===== src/rtl/oam_dma_ctrl_pkg.sv =====
// Shared types and constants for the OAM DMA controller.
package oam_dma_ctrl_pkg;

  typedef logic [15:0] addr_t;
  typedef logic [7:0]  data_t;

  typedef enum logic [1:0] {
    IDLE,
    START,
    READ,
    WRITE
  } dma_state_t;

  localparam addr_t OAM_BASE     = 16'hFE00;
  localparam addr_t DMA_REG_ADDR = 16'hFF46;
  localparam int    OAM_DMA_LEN  = 160;
  localparam data_t OPEN_BUS     = 8'hFF;

endpackage


===== src/rtl/oam_dma_ctrl_if.sv =====
// CPU-side and memory-side bus signals of the OAM DMA controller.
// slave: the controller; master: the CPU/memory environment around it.
interface oam_dma_ctrl_if;
  import oam_dma_ctrl_pkg::*;

  addr_t cpu_addr;
  data_t cpu_w_data;
  logic  cpu_wen;
  data_t cpu_r_data;
  addr_t bus_addr;
  data_t bus_w_data;
  logic  bus_wen;
  data_t bus_r_data;
  logic  dma_active;

  modport slave (
    input  cpu_addr, cpu_w_data, cpu_wen, bus_r_data,
    output cpu_r_data, bus_addr, bus_w_data, bus_wen, dma_active
  );

  modport master (
    output cpu_addr, cpu_w_data, cpu_wen, bus_r_data,
    input  cpu_r_data, bus_addr, bus_w_data, bus_wen, dma_active
  );

endinterface


===== src/rtl/oam_dma_ctrl.sv =====
// OAM DMA controller and CPU/DMA bus arbiter.
// A CPU write to the DMA register copies XFER_LEN bytes from {src,8'h00}
// to OAM, holding the shared bus for the whole copy.
// Optional build macro: OAM_DMA_ECHO_ALIAS_EN maps echo-RAM source pages
// 0xE0-0xFF onto 0xC0-0xDF.
//
// state | meaning
// IDLE  | CPU owns the bus, transparent pass-through
// START | one dead cycle after the register write
// READ  | fetch source byte idx into byte_q
// WRITE | store byte_q to OAM_BASE+idx
module oam_dma_ctrl #(
  parameter oam_dma_ctrl_pkg::addr_t OAM_BASE     = oam_dma_ctrl_pkg::OAM_BASE,
  parameter oam_dma_ctrl_pkg::addr_t DMA_REG_ADDR = oam_dma_ctrl_pkg::DMA_REG_ADDR,
  parameter int                      XFER_LEN     = oam_dma_ctrl_pkg::OAM_DMA_LEN,
  parameter oam_dma_ctrl_pkg::data_t OPEN_BUS     = oam_dma_ctrl_pkg::OPEN_BUS
) (
  input  logic               clk,
  input  logic               rst,
  oam_dma_ctrl_if.slave      bus
);
  import oam_dma_ctrl_pkg::*;

  localparam logic [7:0] LAST_IDX = 8'(XFER_LEN - 1);

  dma_state_t state_q, state_d;
  data_t      src_q, src_d;
  logic [7:0] idx_q, idx_d;
  data_t      byte_q, byte_d;
  data_t      src_eff;
  logic       reg_hit;

  assign reg_hit = (bus.cpu_addr == DMA_REG_ADDR);

`ifdef OAM_DMA_ECHO_ALIAS_EN
  assign src_eff = (src_q >= 8'hE0) ? (src_q - 8'h20) : src_q;
`else
  assign src_eff = src_q;
`endif

  assign bus.dma_active = (state_q != IDLE);

  // Register state, source page, byte index and the byte in flight.
  always_ff @(posedge clk or posedge rst) begin
    if (rst) begin
      state_q <= IDLE;
      src_q   <= 8'h00;
      idx_q   <= 8'h00;
      byte_q  <= 8'h00;
    end else begin
      state_q <= state_d;
      src_q   <= src_d;
      idx_q   <= idx_d;
      byte_q  <= byte_d;
    end
  end

  // Next-state logic and the bus/read-data mux.
  always_comb begin
    state_d        = state_q;
    src_d          = src_q;
    idx_d          = idx_q;
    byte_d         = byte_q;
    bus.bus_addr   = bus.cpu_addr;
    bus.bus_w_data = bus.cpu_w_data;
    bus.bus_wen    = 1'b0;
    bus.cpu_r_data = OPEN_BUS;

    case (state_q)
      IDLE: begin
        bus.bus_wen    = bus.cpu_wen & ~reg_hit;
        bus.cpu_r_data = bus.bus_r_data;
      end
      START: begin
        state_d = READ;
      end
      READ: begin
        bus.bus_addr = {src_eff, idx_q};
        byte_d       = bus.bus_r_data;
        state_d      = WRITE;
      end
      WRITE: begin
        bus.bus_addr   = OAM_BASE + {8'h00, idx_q};
        bus.bus_w_data = byte_q;
        bus.bus_wen    = 1'b1;
        if (idx_q == LAST_IDX) begin
          state_d = IDLE;
        end else begin
          idx_d   = idx_q + 8'd1;
          state_d = READ;
        end
      end
      default: state_d = IDLE;
    endcase

    if (reg_hit) begin
      bus.cpu_r_data = src_q;
    end

    // A register write restarts the copy from any state; the final OAM
    // write of a running copy still lands in the same cycle.
    if (reg_hit && bus.cpu_wen) begin
      src_d   = bus.cpu_w_data;
      idx_d   = 8'h00;
      state_d = START;
    end
  end

endmodule

===== src/flat_wrapper.sv =====
// flat-port wrapper written by rule: the top's interface ports become plain ports
module oam_dma_ctrl_flat import oam_dma_ctrl_pkg::*;
#(
  parameter oam_dma_ctrl_pkg::addr_t OAM_BASE     = oam_dma_ctrl_pkg::OAM_BASE,
  parameter oam_dma_ctrl_pkg::addr_t DMA_REG_ADDR = oam_dma_ctrl_pkg::DMA_REG_ADDR,
  parameter int                      XFER_LEN     = oam_dma_ctrl_pkg::OAM_DMA_LEN,
  parameter oam_dma_ctrl_pkg::data_t OPEN_BUS     = oam_dma_ctrl_pkg::OPEN_BUS
)
  (clk, rst, bus_cpu_addr, bus_cpu_w_data, bus_cpu_wen, bus_bus_r_data, bus_cpu_r_data, bus_bus_addr, bus_bus_w_data, bus_bus_wen, bus_dma_active);
  oam_dma_ctrl_if bus_i ();
  input  logic clk;
  input  logic rst;
  input wire logic [$bits(bus_i.cpu_addr)-1:0] bus_cpu_addr;
  input wire logic [$bits(bus_i.cpu_w_data)-1:0] bus_cpu_w_data;
  input wire logic [$bits(bus_i.cpu_wen)-1:0] bus_cpu_wen;
  input wire logic [$bits(bus_i.bus_r_data)-1:0] bus_bus_r_data;
  output wire logic [$bits(bus_i.cpu_r_data)-1:0] bus_cpu_r_data;
  output wire logic [$bits(bus_i.bus_addr)-1:0] bus_bus_addr;
  output wire logic [$bits(bus_i.bus_w_data)-1:0] bus_bus_w_data;
  output wire logic [$bits(bus_i.bus_wen)-1:0] bus_bus_wen;
  output wire logic [$bits(bus_i.dma_active)-1:0] bus_dma_active;
  assign bus_i.cpu_addr = bus_cpu_addr;
  assign bus_i.cpu_w_data = bus_cpu_w_data;
  assign bus_i.cpu_wen = bus_cpu_wen;
  assign bus_i.bus_r_data = bus_bus_r_data;
  assign bus_cpu_r_data = bus_i.cpu_r_data;
  assign bus_bus_addr = bus_i.bus_addr;
  assign bus_bus_w_data = bus_i.bus_w_data;
  assign bus_bus_wen = bus_i.bus_wen;
  assign bus_dma_active = bus_i.dma_active;
  oam_dma_ctrl #(.OAM_BASE(OAM_BASE), .DMA_REG_ADDR(DMA_REG_ADDR), .XFER_LEN(XFER_LEN), .OPEN_BUS(OPEN_BUS)) u_core (.clk(clk), .rst(rst), .bus(bus_i));
endmodule

===== config.mk =====
export PLATFORM = sky130hd
export DESIGN_NAME = oam_dma_ctrl_flat
export DESIGN_NICKNAME = d
export VERILOG_FILES = /design/src/rtl/oam_dma_ctrl_pkg.sv /design/src/rtl/oam_dma_ctrl_if.sv /design/src/rtl/oam_dma_ctrl.sv /design/src/flat_wrapper.sv
export SDC_FILE = /design/constraint.sdc
export NUM_CORES = 1
export LEC_CHECK = 0
export BUFFER_PORTS_ARGS = -buffer_cell sky130_fd_sc_hd__clkbuf_2
export CAP_MARGIN = 20
export CORE_MARGIN = 2
export CORE_UTILIZATION = 45
export CTS_CLUSTER_SIZE = 30
export DETAILED_ROUTE_END_ITERATION = 10
export PLACE_DENSITY_LB_ADDON = 0.15
export SLEW_MARGIN = 5
export SYNTH_ARGS = -nofsm -noshare
export SYNTH_HDL_FRONTEND = slang
export SYNTH_SLANG_ARGS = --single-unit

===== constraint.sdc =====
create_clock -name clk -period 2.8 [get_ports clk]
set_input_delay 0.56 -clock clk [delete_from_list [all_inputs] [get_ports clk]]
set_output_delay 0.56 -clock clk [all_outputs]
set_load 0.02 [all_outputs]

==> flow_summary_export.csv <==
group,metric,value,unit
routing,wl_per_cell,15.0,um
worst_setup_path,startpoint_type,"primary input",
global_routing,grt_overflow,0,
routing,dr.pass1.iters,4,
power,p_switching,851,uW
layout,fin_cells,272,
worst_setup_path,crit_chain,"clkbuf_2, or4b_4, nor4_4, buf_4, or2b_1, o31a_1, clkbuf_2",
sta,slew_headroom,75.0,%
floorplanning,pin_count,69,
sta,period_share,94.2,%
layout,design_area,2160,um^2
sta,tightestPinTransition,0.375,ns
cts,numCtsBuffers,3,
floorplanning,start_util,46.1,%
synth,synth-xor-area-share,1.58,%
synth,synth_top_family_by_area,"multiplexers",
worst_setup_path,cpMostUsedCell,"clkbuf_2",
synth,synth_nets,190,
layout,regArea,651,um^2
floorplanning,fp.coreArea,3610,um^2
sta,finalHoldViolCount,0,
synth,synthSimpleGateAreaFrac,17.1,%
worst_setup_path,cp_num_buf_inv,3,
synth,synthCells,151,
placed_design,dp.cells,268,
sta,timing.fmax,379,MHz
synth,synth_cell_types,34,
routing,drtAntennaViolNets,0,
synth,synth_compound_area_share,9.19,%
floorplanning,die-area,4190,um^2
layout,multi_input_area,951,um^2
global_routing,grt_pass1_vias,1457,
synth,synth_mux_area_share,26.4,%
cts,postCtsHoldBufs,0,
placed_design,place_hpwl,3.16,mm
placed_design,place_area,2080,um^2
sta,period_needed,2.64,ns
global_routing,grt_max_degree,27,
layout,fillers,316,
worst_setup_path,worstRegToRegCells,5,
power,swShare,42.4,%
placed_design,pre_cts_ws,0.0362,ns
synth,synth_area_per_cell,11.0,um^2
cts,cts-root-buf,"clkbuf_8",
power,comb_power_share,55.7,%
power,power.density,932,nW/um^2
synth,synthAdderAreaFrac,3.01,%
cts,path_clk_slew,0.09,ns
cts,cts_max_level,1,
global_routing,antenna_found_initial,0,
sta,rsz0062_at_grt,"false",
power,peakVddDrop,0.000434,V
floorplanning,die_y,64.8,um
routing,detail_route.wirelength,4.07,mm
worst_setup_path,max_stage_delay,0.55,ns
cts,cts_setup_buffers,0,
worst_setup_path,critPathKind,"in -> out",
routing,vias,1455,
synth,syn-cell-area,1660,um^2
cts,cts_tree,"done",
synth,ys_async_sr_fraction,100,%
worst_setup_path,cp.depth,7,
worst_setup_path,arrival,2.08,ns
sta,maxSlewViolCount,0,
cts,clock_latency,0.27,ns
worst_setup_path,end_kind,"primary output",
placed_design,io_buffers,68,
layout,final_common_cell,"clkbuf_2",
flow_run,maxCapViolations,0,
synth,synth_flop_cell,"dfrtp_1",
routing,vias_per_cell,5.35,
placed_design,place_congestion,0.829,
layout,layout_common_cells,"clkbuf_2 (68), mux2_2 (30), dfrtp_1 (26), nand2_1 (10)",
layout,drive_gt1_share,51.3,%
status,status,"completed",
worst_setup_path,crit_slowest_cell,"or4b_4",
routing,drc,0,
power,p_int,1.16,mW
layout,syn_to_final_growth,29.7,%
sta,skew,0.00821,ns
sta,setup-tns-final,0,ns
cts,cts.repair.resized,0,
power,p_leak,1.06,nW
cts,cts.path.max_buffers,2,
power,clkPwrFrac,15.2,%
worst_setup_path,path_max_fanout,8,
power,power,2.01,mW
routing,dr.first_iter.drc_count,38,
synth,synth_enable_flop_cells,0,
sta,final.setup.worst_slack,0.164,ns
floorplanning,rows,22,
worst_setup_path,crit_family,"simple AND/OR/NAND/NOR gates",
layout,diodes,0,
worst_setup_path,cp.required,2.24,ns
cts,clock_sinks,26,
power,pwr-share-seq,29.1,%
synth,seq_area_frac_synth,39.2,%
hold_path,hold_class,"in -> async",
synth,yosys_warnings,0,
synth,ys_ff_latch,26,
global_routing,gr-usage-all-layers,20.2,%
floorplanning,die_x,64.8,um
sta,setup_viol_count_final,0,
global_routing,grt_pass1_wl,6.71,mm
layout,nets,264,
==> worst paths after layout <==
| kind | start | to | slack (ns) |
|---|---|---|---|
| worst max-delay path | bus_cpu_addr[3] | bus_cpu_r_data[6] | 0.16 |
| worst min-delay path | rst | u_core.byte_q[4] | 0.30 |
| worst max register to register | u_core.state_q[1] | u_core.idx_q[5] | 0.99 |
| worst min register to register | u_core.byte_q[0] | u_core.byte_q[0] | 0.52 |
| max in group asynchronous | rst | u_core.idx_q[0] | 2.24 |
| min in group clk | u_core.byte_q[0] | u_core.byte_q[0] | 0.52 |
==> flip-flops by register name (all words and copies together) (netlist names) <==
| register | cells |
|---|---|
| u_core.byte_q | 8 |
| u_core.src_eff | 8 |
| u_core.idx_q | 8 |
| u_core.state_q | 2 |
==> power by group through the flow <==
| stage | registers (mW) | logic, mW | clock network [mW] |
|---|---|---|---|
| after floorplan | 0.558 | 0.800 | 0 |
| final | 0.585 | 1.12 | 0.304 |
| after detailed placement | 0.587 | 1.13 | 0 |
| after global placement | 0.576 | 1.11 | 0 |
| after CTS | 0.579 | 1.13 | 0.314 |
| after global routing | 0.598 | 1.21 | 0.331 |
==> synthesized netlist by cell type, types with 2 or more instances <==
master	instances	area [um^2]
inv_1	3	11.3
buf_6	2	22.5
or2b_1	8	60.1
ha_1	4	50.1
nand2_1	10	37.5
nand4_1	3	18.8
nand3_1	5	25.0
dfrtp_1	26	651
nor3_1	4	20.0
nand4bb_1	2	22.5
mux2_2	30	338
nor2_1	5	18.8
a21oi_1	4	20.0
o21ai_0	4	20.0
mux2i_1	7	70.1
mux2_4	2	30.0
clkinv_1	2	7.51
clkbuf_1	5	18.8
o31a_1	8	70.1
xor2_1	2	17.5
and2_1	2	12.5
==> metrics by stage <==
step / utilization [%] / hold WS (ns)
global route: 59.8 / 0.358
floorplan: - / 0.475
detailed placement: 57.7 / 0.495
finish: 59.8 / 0.303
CTS: 59.7 / 0.321
global placement: 57.7 / 0.483
==> layer usage <==
layer	GRT usage, %	vias to the layer above	wire, um
li1	-	704	-
met3	2.26	4	190
met2	34.7	49	2000
met4	4.52	0	21
met1	27.3	698	1860
met5	0	-	0
==> kinds of logic (layout without fill, tap and decap cells) <==
kind of cell             Yosys count  after routing
AO/OA/AOI/OAI                     21             21
XOR/XNOR                           3              3
adder cells (fa/ha/maj)            4              4
buffers and inverters             12             85
flip-flops                        26             26
multiplexers                      39             39
AND/OR/NAND/NOR                   46             46
==> final cells by class <==
class	instances	share of cell area, %
Multi-Input combinational cell	113	44.1
Sequential cell	26	30.2
Timing Repair Buffer	76	18.7
Tap cell	48	2.79
Clock buffer	3	1.92
Clock inverter	1	1.39
Inverter	5	0.871
==> worst register-to-register path: cells and delay by family, from the launching register on <==
kind | cells | cell delay [ns]
buffers and inverters | 1 | 0.26
DFF | 1 | 0.41
AOI/OAI and AO/OA | 1 | 0.14
and+or+nand+nor | 2 | 0.54
adders and majority gates | 1 | 0.40
No activity file was read; power rests on OpenSTA's default activity.
